==> src/rtl/tm1638_frame_sequencer.sv <==
// tm1638_frame_sequencer: runs one TM1638 refresh frame per request:
//   mode cmd 0x40, address cmd 0xC0 + 16 display bytes, display-control cmd 0x88|brightness,
//   and, with key scan enabled, read cmd 0x42, DIO turn-around and a 4-byte key read.
// Latency: busy rises the cycle after an accepted frame_req; frame_done/key_valid pulse in the
//   final cycle. Requests made while busy merge into one pending frame, which starts right after.
// Ports: clk, rst (async, active low), frame_req/seg/led/brightness from lab logic,
//   busy/frame_done/keys/key_valid status, sio_stb/sio_clk/sio_dout/sio_doe/sio_din to the pad.
// Build option: define TM1638_KEY_SCAN_EN to include the key read phase (default: display only).
module tm1638_frame_sequencer #(
  parameter int CLK_MHZ = 50,
  parameter int SIO_KHZ = 1000,
  parameter int TURN_US = 2
) (
  input  logic        clk,
  input  logic        rst,
  input  logic        frame_req,
  input  logic [63:0] seg,
  input  logic [7:0]  led,
  input  logic [2:0]  brightness,
  output logic        busy,
  output logic        frame_done,
  output logic [7:0]  keys,
  output logic        key_valid,
  output logic        sio_stb,
  output logic        sio_clk,
  output logic        sio_dout,
  output logic        sio_doe,
  input  logic        sio_din
);

  localparam int CW = 16;
  localparam int HALF = CLK_MHZ * 1000 / (2 * SIO_KHZ);
  localparam logic [CW-1:0] HALF_M1 = CW'(HALF - 1);

  typedef enum logic [3:0] {
    S_IDLE, S_MODE, S_ADDR, S_DISP, S_RCMD, S_TURN, S_READ, S_GAP, S_DONE
  } state_t;

  state_t        state, gap_next, load_state;
  logic [CW-1:0] cnt;
  logic          phase;      // 0: sio_clk low half, 1: high half (GAP: first/second half)
  logic [2:0]    bit_cnt;
  logic [4:0]    byte_cnt, load_idx;
  logic [7:0]    sh, nb;
  logic [63:0]   seg_sh;
  logic [7:0]    led_sh;
  logic [2:0]    bri_sh;
  logic          pending;

`ifdef TM1638_KEY_SCAN_EN
  localparam logic [CW-1:0] TURN_M1 = CW'(CLK_MHZ * TURN_US - 1);
  logic [7:0] key_buf;
`else
  logic unused_din;
  assign unused_din = sio_din;
`endif

  // Byte idx of a command state; ADDR idx 0 is the 0xC0 cmd, idx 1..16 are addresses 0..15.
  function automatic logic [7:0] byte_for(input state_t s, input logic [4:0] idx);
    logic [3:0] a;
    a = idx[3:0] - 4'd1;
    case (s)
      S_MODE: byte_for = 8'h40;
      S_ADDR: begin
        if (idx == 5'd0)  byte_for = 8'hC0;
        else if (a[0])    byte_for = {7'b0, led_sh[a[3:1]]};
        else              byte_for = seg_sh[{a[3:1], 3'b000} +: 8];
      end
      S_DISP: byte_for = {5'b10001, bri_sh};
      S_RCMD: byte_for = 8'h42;
      default: byte_for = 8'hFF;
    endcase
  endfunction

  function automatic logic [4:0] last_idx(input state_t s);
    case (s)
      S_ADDR:  last_idx = 5'd16;
      S_READ:  last_idx = 5'd3;
      default: last_idx = 5'd0;
    endcase
  endfunction

  // Next byte to load: first byte of the state after a GAP, MODE when a frame starts,
  // otherwise the following byte of the current state.
  always_comb begin
    load_state = state;
    load_idx   = byte_cnt + 5'd1;
    if (state == S_GAP) begin
      load_state = gap_next;
      load_idx   = '0;
    end else if (state == S_IDLE || state == S_DONE) begin
      load_state = S_MODE;
      load_idx   = '0;
    end
    nb = byte_for(load_state, load_idx);
  end

  always_ff @(posedge clk or negedge rst) begin
    if (!rst) begin
      state      <= S_IDLE;
      gap_next   <= S_IDLE;
      cnt        <= '0;
      phase      <= 1'b0;
      bit_cnt    <= '0;
      byte_cnt   <= '0;
      sh         <= 8'hFF;
      seg_sh     <= '0;
      led_sh     <= '0;
      bri_sh     <= '0;
      pending    <= 1'b0;
      busy       <= 1'b0;
      frame_done <= 1'b0;
      keys       <= '0;
      key_valid  <= 1'b0;
      sio_stb    <= 1'b1;
      sio_clk    <= 1'b1;
      sio_dout   <= 1'b1;
      sio_doe    <= 1'b0;
`ifdef TM1638_KEY_SCAN_EN
      key_buf    <= '0;
`endif
    end else begin
      frame_done <= 1'b0;
      key_valid  <= 1'b0;
      if (frame_req && state != S_IDLE) pending <= 1'b1;

      case (state)
        S_IDLE, S_DONE: begin
          if (frame_req || (state == S_DONE && pending)) begin
            seg_sh   <= seg;
            led_sh   <= led;
            bri_sh   <= brightness;
            pending  <= 1'b0;
            busy     <= 1'b1;
            sio_doe  <= 1'b1;
            state    <= S_MODE;
            sio_stb  <= 1'b0;
            sio_clk  <= 1'b0;
            sh       <= nb;
            sio_dout <= nb[0];
            cnt      <= '0;
            phase    <= 1'b0;
            bit_cnt  <= '0;
            byte_cnt <= '0;
          end else if (state == S_DONE) begin
            state   <= S_IDLE;
            busy    <= 1'b0;
            sio_doe <= 1'b0;
          end
        end

        S_MODE, S_ADDR, S_DISP, S_RCMD, S_READ: begin
          if (cnt == HALF_M1) begin
            cnt <= '0;
            if (!phase) begin
              phase   <= 1'b1;
              sio_clk <= 1'b1;
`ifdef TM1638_KEY_SCAN_EN
              if (state == S_READ && bit_cnt == 3'd0) key_buf[{1'b0, byte_cnt[1:0]}] <= sio_din;
              if (state == S_READ && bit_cnt == 3'd4) key_buf[{1'b1, byte_cnt[1:0]}] <= sio_din;
`endif
            end else begin
              phase <= 1'b0;
              if (bit_cnt != 3'd7) begin
                bit_cnt  <= bit_cnt + 3'd1;
                sio_clk  <= 1'b0;
                sio_dout <= sh[1];
                sh       <= {1'b1, sh[7:1]};
              end else begin
                bit_cnt <= '0;
                if (byte_cnt != last_idx(state)) begin
                  byte_cnt <= byte_cnt + 5'd1;
                  sio_clk  <= 1'b0;
                  sh       <= nb;
                  sio_dout <= nb[0];
                end else begin
                  byte_cnt <= '0;
                  case (state)
                    S_MODE: begin state <= S_GAP; gap_next <= S_ADDR; sio_stb <= 1'b1; sio_dout <= 1'b1; end
                    S_ADDR: begin state <= S_GAP; gap_next <= S_DISP; sio_stb <= 1'b1; sio_dout <= 1'b1; end
`ifdef TM1638_KEY_SCAN_EN
                    S_DISP: begin state <= S_GAP; gap_next <= S_RCMD; sio_stb <= 1'b1; sio_dout <= 1'b1; end
                    // STB stays low across the turn-around and the read bytes.
                    S_RCMD: begin state <= S_TURN; sio_doe <= 1'b0; sio_dout <= 1'b1; end
                    S_READ: begin
                      state    <= S_GAP;
                      gap_next <= S_DONE;
                      sio_stb  <= 1'b1;
                      sio_doe  <= 1'b1;
                    end
`else
                    S_DISP: begin state <= S_GAP; gap_next <= S_DONE; sio_stb <= 1'b1; sio_dout <= 1'b1; end
`endif
                    default: state <= S_IDLE;
                  endcase
                end
              end
            end
          end else begin
            cnt <= cnt + 1'b1;
          end
        end

`ifdef TM1638_KEY_SCAN_EN
        S_TURN: begin
          if (cnt == TURN_M1) begin
            cnt      <= '0;
            state    <= S_READ;
            sio_clk  <= 1'b0;
            sh       <= 8'hFF;
            phase    <= 1'b0;
            bit_cnt  <= '0;
            byte_cnt <= '0;
          end else begin
            cnt <= cnt + 1'b1;
          end
        end
`endif

        S_GAP: begin
          if (cnt == HALF_M1) begin
            cnt <= '0;
            if (!phase) begin
              phase <= 1'b1;
            end else begin
              phase <= 1'b0;
              if (gap_next == S_DONE) begin
                state      <= S_DONE;
                frame_done <= 1'b1;
`ifdef TM1638_KEY_SCAN_EN
                keys       <= key_buf;
                key_valid  <= 1'b1;
`endif
              end else begin
                state    <= gap_next;
                sio_stb  <= 1'b0;
                sio_clk  <= 1'b0;
                sh       <= nb;
                sio_dout <= nb[0];
                bit_cnt  <= '0;
                byte_cnt <= '0;
              end
            end
          end else begin
            cnt <= cnt + 1'b1;
          end
        end

        default: state <= S_IDLE;
      endcase
    end
  end

endmodule

==> config.mk <==
export PLATFORM = sky130hd
export DESIGN_NAME = tm1638_frame_sequencer
export DESIGN_NICKNAME = d
export VERILOG_FILES = /design/src/rtl/tm1638_frame_sequencer.sv
export SDC_FILE = /design/constraint.sdc
export NUM_CORES = 1
export LEC_CHECK = 0
export ABC_CLOCK_PERIOD_IN_PS = 4200
export BUFFER_PORTS_ARGS = -buffer_cell sky130_fd_sc_hd__buf_2
export CORE_MARGIN = 2
export CORE_UTILIZATION = 59
export CTS_BUF_LIST = sky130_fd_sc_hd__clkbuf_4
export DETAILED_ROUTE_END_ITERATION = 12
export GPL_TIMING_DRIVEN = 0
export PLACE_DENSITY = 0.93
export SYNTH_ARGS = -nofsm -noshare
export SYNTH_HDL_FRONTEND = slang
export SYNTH_SLANG_ARGS = --single-unit
==> constraint.sdc <==
create_clock -name clk -period 4.2 [get_ports clk]
set_clock_uncertainty 0.15 [all_clocks]
set_input_delay 0.42 -clock clk [delete_from_list [all_inputs] [get_ports clk]]
set_output_delay 0.42 -clock clk [all_outputs]
set_load 0.005 [all_outputs]
# Word level (Yosys, flattened, before mapping)
# Cells that the tools add are included.
# op_classes
addsub,4
order_cmp,1
eq_ne,29
n_shift,1
mux,91
bitwise,2
reduce_logical,27
# ops
operator,n
two-way mux 8 bit,10
two-way mux 5 bit,14
variable part select 64 x 7 -> 8 bit,1
two-way mux 4 bit,11
two-way mux 1 bit,33
two-way mux 16 bit,2
one-hot mux 16 bit (2 select lines),1
one-hot mux 8 bit (4 select lines),1
two-way mux 3 bit,8
one-hot mux 4 bit (3 select lines),2
one-hot mux 8 bit (3 select lines),1
AND reduction 8 bit,3
AND reduction 7 bit,3
"adder 16 x 1 -> 16 bit, second input constant",1
"equality test 16 x 5 -> 1 bit, second input constant",1
"equality test 4 x 2 -> 1 bit, second input constant",4
"equality test 4 x 3 -> 1 bit, second input constant",4
"inequality test 2 bit, second input constant",8
one-hot mux 5 bit (3 select lines),1
one-hot mux 5 bit (2 select lines),1
AND reduction 10 bit,1
"inequality test 3 bit, second input constant",3
one-hot mux 1 bit (3 select lines),3
one-hot mux 3 bit (3 select lines),1
other kinds (26),37
# word_totals
ff_bits,122
input_bits,79
output_inout_bits,15
word_cells,171

# Longest topological paths before layout
# Gate-level depths: netlist of run 1.
# logic_depth
ltp_word,15
depth_mapped,14
depth_no_buf,10

# Worst setup path after synthesis of run 1
# No wires, ideal clock.
# synth_timing
path_kind,flip-flop to flip-flop
start,reg state[2]
end,reg sh[6]
setup_ns,0.082
arrival_ns,3.264
required_ns,3.968
setup_slack_ns,0.704
path_stages_with_launch,13
path_buffers,5
period_less_slack_ns,3.496
cell_sequence,dfrtp_1 > buf_2 > and4b_1 > buf_2 > or3_1 > clkbuf_1 > ha_1 > clkbuf_1 > clkbuf_1 > mux4_2 > mux2i_1 > nor3_1 > o31a_1
# synth_via
elab_chain_len,14
elab_cells_between_ends,51
classes_between,1 x add/sub; 19 x eq/ne; 1 x shift; 21 x mux; 9 x reduce/logical
# synth_rtl
element,line,text
start: declaration,39,"state_t state, gap_next, load_state;"
start signal: assignment,235,state <= gap_next;
equality test 4 bit / zero test 4 bit (equally long branches),"91, 127, 129",
logical OR 1 bit,91,end else if (state == S_IDLE || state == S_DONE) begin
two-way mux 5 bit,91,
two-way mux 5 bit,88,if (state == S_GAP) begin
subtractor 4 x 1 -> 4 bit,61,a = idx[3:0] - 4'd1;
variable part select 64 x 7 -> 8 bit,67,"else byte_for = seg_sh[{a[3:1], 3'b000} +: 8];"
two-way mux 8 bit,66,"else if (a[0]) byte_for = {7'b0, led_sh[a[3:1]]};"
two-way mux 8 bit,65,if (idx == 5'd0) byte_for = 8'hC0;
one-hot mux 8 bit (4 select lines),62,case (s)
two-way mux 8 bit,171,if (byte_cnt != last_idx(state)) begin
two-way mux 8 bit,164,if (bit_cnt != 3'd7) begin
two-way mux 8 bit,155,if (!phase) begin
two-way mux 8 bit,153,if (cnt == HALF_M1) begin
one-hot mux 8 bit (3 select lines),127,case (state)
end signal: assignment,139,sh <= nb;
end signal: assignment,168,"sh <= {1'b1, sh[7:1]};"
end signal: assignment,174,sh <= nb;
end: declaration,44,"logic [7:0] sh, nb;"
# Several ways; a longest one is shown, not always the timed one. The select of a mux whose other input is x is not followed.
# A chain may end at the register's enable or synchronous reset.

# Worst setup path in the final report of run 1
# Same ends and word-level chain as after synthesis.

==> results of run 1 <==
-- power groups by stage --
| stage | Sequential, W | Clock [W] | Combinational [W] |
|---|---|---|---|
| after global routing | 0.00122 | 0.000975 | 0.000217 |
| after CTS | 0.00121 | 0.000895 | 0.000185 |
| after global placement | 0.00123 | 0 | 0.000120 |
| final | 0.00122 | 0.000935 | 0.000204 |
| after detailed placement | 0.00124 | 0 | 0.000132 |
| after floorplan | 0.00123 | 0 | 0.0000579 |
-- cells by family after synthesis --
group           Yosys count
simple gates            147
flops                   120
mux                     119
compound gates          100
buf+inv                  55
xor+xnor                 18
fa+ha+maj                 6
other cells               1
-- area by class of cell --
type / instances / area, sq um / area share (%)
Buffer: 44 / 264 / 3.25
Sequential cell: 120 / 3020 / 37.1
Timing Repair Buffer: 158 / 1190 / 14.7
Multi-Input combinational cell: 399 / 3140 / 38.7
Tap cell: 140 / 175 / 2.16
Clock buffer: 18 / 135 / 1.66
Inverter: 11 / 41.3 / 0.508
Clock inverter: 12 / 159 / 1.96
-- synthesized netlist by cell type (4+ instances only) --
| library cell | count |
|---|---|
| mux2i_1 | 28 |
| buf_2 | 10 |
| nand2b_1 | 10 |
| xnor2_1 | 5 |
| inv_1 | 11 |
| xor2_1 | 12 |
| dfrtp_1 | 110 |
| nand4_1 | 7 |
| or2_2 | 5 |
| nor2b_1 | 5 |
| nand4b_1 | 5 |
| a21oi_1 | 20 |
| clkbuf_1 | 17 |
| mux4_2 | 10 |
| ha_1 | 6 |
| a31oi_1 | 8 |
| nand3_1 | 11 |
| dfstp_2 | 10 |
| buf_4 | 11 |
| mux2_2 | 81 |
| o31ai_1 | 4 |
| nor3_1 | 5 |
| o21ai_0 | 32 |
| or3_1 | 5 |
| nand2_1 | 34 |
| nor2_1 | 37 |
-- flip-flops by register name, summed over array words and instances, names as in the netlist, 3 cells and up --
name,cells
led_sh,8
byte_cnt,5
cnt,16
bit_cnt,3
sh,7
state,4
bri_sh,3
seg_sh,64
gap_next,3
-- metal layers --
layer	part of all wire (%)	wire length, microns
met1	34	7330
met2	47	10100
met3	11	2400
met4	7.6	1630
met5	0	0
-- per-stage QoR --
step	hold WS [ns]	utilization (%)	cell area, sq um
after floorplan	-0.0256	-	6450
after global placement	0.322	65.5	7040
after detailed placement	0.112	65.9	7080
after CTS	0.00680	75.4	8100
after global routing	0.00838	75.6	8120
final	0.000668	75.6	8120
-- worst max path at each step --
stage,start,to,depth (start not counted)
finish,state[2],sh[6],12
global route,state[2],sh[6],12
CTS,state[2],sh[6],12
detailed placement,state[2],sh[6],12
global placement,state[2],sh[6],12
floorplan,state[2],sh[6],12
-- repair_timing --
action                                 CTS  global route
endpoints found under the hold margin  183             1
setup endpoints to repair                0             4
hold buffers                            73             1
gates resized for setup                  0             6
==> results.json, run 1 <==
{
  "status": "complete, no violations",
  "maxCapViolCount": 0,
  "synth_top_area_share_pct": 42.9,
  "swShare_pct": 24.9,
  "grt_pass1_wl_microns": 32700,
  "final_common_cell": "dfrtp_1",
  "critical_path_buf_inv_count": 5,
  "clk_latency_ns": 0.54,
  "placed_cells": 798,
  "async_flop_share_pct": 100,
  "dieArea_sq_mm": 0.0117,
  "rows": 38,
  "synth_area_leader_cell": "dfrtp_1",
  "synth_cell_types": 68,
  "ys_ff_latch": 120,
  "intPower_w": 0.00177,
  "avgViaCountPerCell": 6.57,
  "synth_edf_count": 0,
  "cp.arrival_ns": 4.33,
  "ys_top_cells_by_area": "dfrtp_1 (43%), mux2_2 (14%), mux2i_1 (4.4%)",
  "cp-start-kind": "flip-flop",
  "min_from": "frame_req",
  "die_h_microns": 108,
  "yosysWarnings": 8,
  "pwr-share-clk_pct": 39.6,
  "grt_pass1_vias": 5960,
  "crit_slowest_cell": "mux4_2",
  "ios": 94,
  "antenna_left": 0,
  "portBuffers": 83,
  "leakagePower_nw": 3.86,
  "clock-sinks": 120,
  "grtUsageTotal_pct": 37.8,
  "setup_violations": 0,
  "finalNetCount": 836,
  "final_cell_mix": "dfrtp_1 (110), buf_2 (92), mux2_2 (81)",
  "r2r_start": "state[2]",
  "max-clock-path-buffers": 2,
  "htree_levels": 4,
  "rsz0062_at_grt": "no",
  "drt_iter0_drc": 686,
  "worst-path-max-fanout": 10,
  "tightest_slew_ns": 0.804,
  "antenna_cells": 0,
  "min_delay_path_depth": 2,
  "required_ns": 4.54,
  "pwr-share-seq_pct": 51.8,
  "synth_compound_area_share_pct": 10.0,
  "fin_crit_sh_pct": 94.9,
  "synth_simple_gate_area_share_pct": 12.3,
  "grtUsageMet2_pct": 59.7,
  "routed_wl_microns": 21500,
  "cts_root_buf": "clkbuf_4",
  "antenna_found_initial": 0,
  "synth_top_flop_cell": "dfrtp_1",
  "drt-pass1-iter-count": 6,
  "avgSynthCellArea_sq_um": 11.3,
  "drc": 0,
  "period_needed_ns": 3.99,
  "dieWidth_microns": 108,
  "grt_overflow": 0,
  "comb_power_share_pct": 8.6,
  "p_switching_w": 0.000589,
  "seq_area_frac_synth_pct": 47.0,
  "cts_buffers": 17,
  "r2r_end": "sh[6]",
  "top_usage_layer": "met2",
  "final.setup.worst_slack_ns": 0.214,
  "drive_gt1_share_pct": 33.1,
  "synth_mux_area_share_pct": 22.1,
  "coreArea_sq_mm": 0.0107,
  "dpl_worst_slack_ns": 0.102,
  "synth_xor_area_share_pct": 2.75,
  "p_total_w": 0.00236,
  "ff2ff_setup_slack_ns": 0.21,
  "final_max_slew_viol_count": 0,
  "fmax_mhz": 251,
  "area_growth_pct": 26.4,
  "min_path_type": "input pin to flip-flop",
  "syn_inst": 566,
  "critPathKind": "flip-flop to flip-flop",
  "initial_utilization_pct": 59.8,
  "n_fill_cell": 584,
  "synth_top_family_by_area": "multiplexers",
  "cts_tree": "done",
  "worst_ir_drop_vdd_v": 0.000282,
  "cp-end-kind": "flip-flop",
  "syn_area_sq_mm": 0.00642,
  "grtUsageMet1_pct": 44.1,
  "slowest_delay_ns": 0.61,
  "cp_cell_sequence": "buf_2 > and4b_1 > buf_2 > or3_1 > clkbuf_1 > ha_1 > clkbuf_1 > clkbuf_2 > mux4_2 > mux2i_1 > nor3_1 > o31a_1",
  "setup_tns_ns": 0,
  "clk_pin_slew_ns": 0.12,
  "path_delay_family": "buffers and inverters",
  "gp_congestion": 0.866,
  "dp_hpwl_microns": 11400,
  "hold_viol_final": 0,
  "grt_max_degree": 106,
  "stdcell_count": 902,
  "holdPathEnd": "sio_doe",
  "met3_usage_pct": 11.2,
  "yosys.area_share.adder_pct": 1.17,
  "p_per_area_mw_per_mm2": 291,
  "wire_per_inst_microns": 23.8,
  "cts_setup_buffers": 0,
  "num_vias": 5924,
  "r2r_cells": 12,
  "max_slew_margin_pct": 46.0
}
(Power assumes the default switching activity.)
==> inputs of run 2 (changes only) <==
--- a/config.mk
+++ b/config.mk
@@ -9,9 +9,8 @@
 export BUFFER_PORTS_ARGS = -buffer_cell sky130_fd_sc_hd__buf_2
 export CORE_MARGIN = 2
-export CORE_UTILIZATION = 59
-export CTS_BUF_LIST = sky130_fd_sc_hd__clkbuf_4
+export CORE_UTILIZATION = 58
 export DETAILED_ROUTE_END_ITERATION = 12
 export GPL_TIMING_DRIVEN = 0
-export PLACE_DENSITY = 0.93
+export PLACE_DENSITY = 0.92
 export SYNTH_ARGS = -nofsm -noshare
 export SYNTH_HDL_FRONTEND = slang
==> constraint.sdc (replaced) <==
create_clock -name clk -period 4.2 [get_ports clk]
set_clock_uncertainty 0.15 [all_clocks]
set_input_delay 0.84 -clock clk [delete_from_list [all_inputs] [get_ports clk]]
set_output_delay 0.84 -clock clk [all_outputs]
set_load 0.005 [all_outputs]
==> results.json, run 2 (synthesis gave the netlist of run 1 again) <==
{
  "critPathKind": "flip-flop to flip-flop",
  "clk_latency_ns": 0.54,
  "top_usage_layer": "met2",
  "worst-path-max-fanout": 10,
  "hold_viol_final": 0,
  "antenna_cells": 0,
  "antenna_found_initial": 0,
  "min_path_type": "input pin to async pin",
  "p_per_area_mw_per_mm2": 371,
  "p_switching_w": 0.000646,
  "cts_root_buf": "clkbuf_8",
  "finalNetCount": 762,
  "dieWidth_microns": 109,
  "grtUsageMet1_pct": 36.2,
  "largest_register_ffs": 64,
  "grt_pass1_wl_microns": 27200,
  "tightest_slew_ns": 0.784,
  "gp_congestion": 0.958,
  "htree_levels": 4,
  "reg.largest.list": "seg_sh (64), cnt (16), led_sh (8)",
  "dp_hpwl_microns": 11700,
  "swShare_pct": 22.6,
  "maxCapViolCount": 0,
  "die_h_microns": 109,
  "final_max_slew_viol_count": 0,
  "wire_per_inst_microns": 20.7,
  "n_fill_cell": 714,
  "avgViaCountPerCell": 6.24,
  "grtUsageTotal_pct": 30.7,
  "grt_pass1_vias": 5253,
  "clk_pin_slew_ns": 0.06,
  "dieArea_sq_mm": 0.0119,
  "worst_ir_drop_vdd_v": 0.000298,
  "cp_cell_sequence": "buf_2 > and4b_1 > buf_2 > or3_1 > clkbuf_1 > ha_1 > clkbuf_1 > clkbuf_2 > mux4_2 > mux2i_1 > nor3_1 > o31a_1",
  "rows": 38,
  "final_common_cell": "dfrtp_1",
  "fin_crit_sh_pct": 93.3,
  "intPower_w": 0.00221,
  "cts_setup_buffers": 0,
  "leakagePower_nw": 3.69,
  "grt_max_degree": 97,
  "clock-sinks": 120,
  "comb_power_share_pct": 4.8,
  "portBuffers": 83,
  "drt-pass1-iter-count": 5,
  "crit_slowest_cell": "mux4_2",
  "setup_violations": 0,
  "max_slew_margin_pct": 47.3,
  "status": "complete, no violations",
  "max-clock-path-buffers": 2,
  "cp-start-kind": "flip-flop",
  "met3_usage_pct": 8.97,
  "fmax_mhz": 255,
  "final_util_pct": 70.9,
  "grt_overflow": 0,
  "setup_tns_ns": 0,
  "final_cell_mix": "dfrtp_1 (110), buf_2 (92), mux2_2 (81)",
  "dpl_worst_slack_ns": 0.119,
  "ios": 94,
  "cts_tree": "done",
  "pwr-share-seq_pct": 42.7,
  "period_needed_ns": 3.92,
  "cts_buffers": 17,
  "initial_utilization_pct": 59.2,
  "required_ns": 4.51,
  "pwr-share-clk_pct": 52.5,
  "drive_gt1_share_pct": 37.1,
  "num_vias": 5181,
  "drt_iter0_drc": 554,
  "grtUsageMet2_pct": 52.5,
  "regMostFlops": "seg_sh",
  "area_growth_pct": 19.7,
  "routed_wl_microns": 17200,
  "coreArea_sq_mm": 0.0108,
  "final.setup.worst_slack_ns": 0.282,
  "slowest_delay_ns": 0.62,
  "rsz0062_at_grt": "no",
  "cp.arrival_ns": 4.23,
  "drc": 0,
  "antenna_left": 0,
  "cp-end-kind": "flip-flop"
}
## run 2: cell types whose count changed in the layout (fill, tap and decap cells not counted), moves of 5 or more
cell,delta
clkbuf_16,+16
clkbuf_4,-18
clkinv_4,+5
dlygate4sd3_1,-74
## run 2: power by group through the flow
stage | logic (W) | clock network [W] | registers, W
6_report | 0.000136 | 0.00150 | 0.00122
5_1_grt | 0.000149 | 0.00156 | 0.00122
4_1_cts | 0.000136 | 0.00150 | 0.00122
3_5_place_dp | 0.000132 | 0 | 0.00124
3_3_place_gp | 0.000121 | 0 | 0.00123
2_1_floorplan | 0.0000579 | 0 | 0.00123
## run 2: path summary, 6_finish.rpt
path	start	end	slack, ns	depth (start not counted)
setup / recovery	state[2]	sh[6]	0.28	12
hold / removal	rst	pending	0.009	1
setup reg to reg	state[2]	sh[6]	0.28	12
hold reg to reg	bit_cnt[1]	bit_cnt[1]	0.35	2
max in group asynchronous	rst	sh[7]	3.13	2
min in group clk	bit_cnt[1]	bit_cnt[1]	0.35	2
## run 2: critical path, delay by kind of cell (launching register included)
kind | cells | cell delay (ns)
adders and majority gates | 1 | 0.31
and+or+nand+nor | 3 | 0.64
buffers and inverters | 5 | 1.27
AOI/OAI and AO/OA | 1 | 0.31
DFF | 1 | 0.35
muxes | 2 | 0.82
## run 2: cell type report
type	instances	area, sq um	share of cell area, %
timing repair buffer	84	449	5.84
buffer	44	263	3.42
multi-input combinational	399	3130	40.8
inverter	11	41.3	0.537
sequential	120	3020	39.2
clock buffer	19	442	5.74
tap	140	175	2.28
clock inverter	13	170	2.21
## run 2: per-layer routing
metal	share of wire, %	routed length [microns]
met1	38	6550
met2	51	8720
met3	7.9	1350
met4	3.1	530
met5	0	0
## run 2: what timing repair did
action / CTS / global route
endpoints found under the hold margin: 0 / 0
hold buffers: 0 / 0
setup endpoints to repair: 1 / 0
gates resized for setup: 1 / 0
## run 2: stage by stage
step | power, W | area, sq um | instances | hold slack [ns]
after floorplan | 0.00128 | 6450 | 574 | 0.304
after global placement | 0.00135 | 7040 | 797 | 0.321
after detailed placement | 0.00137 | 7080 | 798 | 0.346
after CTS | 0.00285 | 7690 | 830 | 0.00906
after global routing | 0.00293 | 7690 | 830 | 0.0244
final | 0.00285 | 7690 | 830 | 0.00903
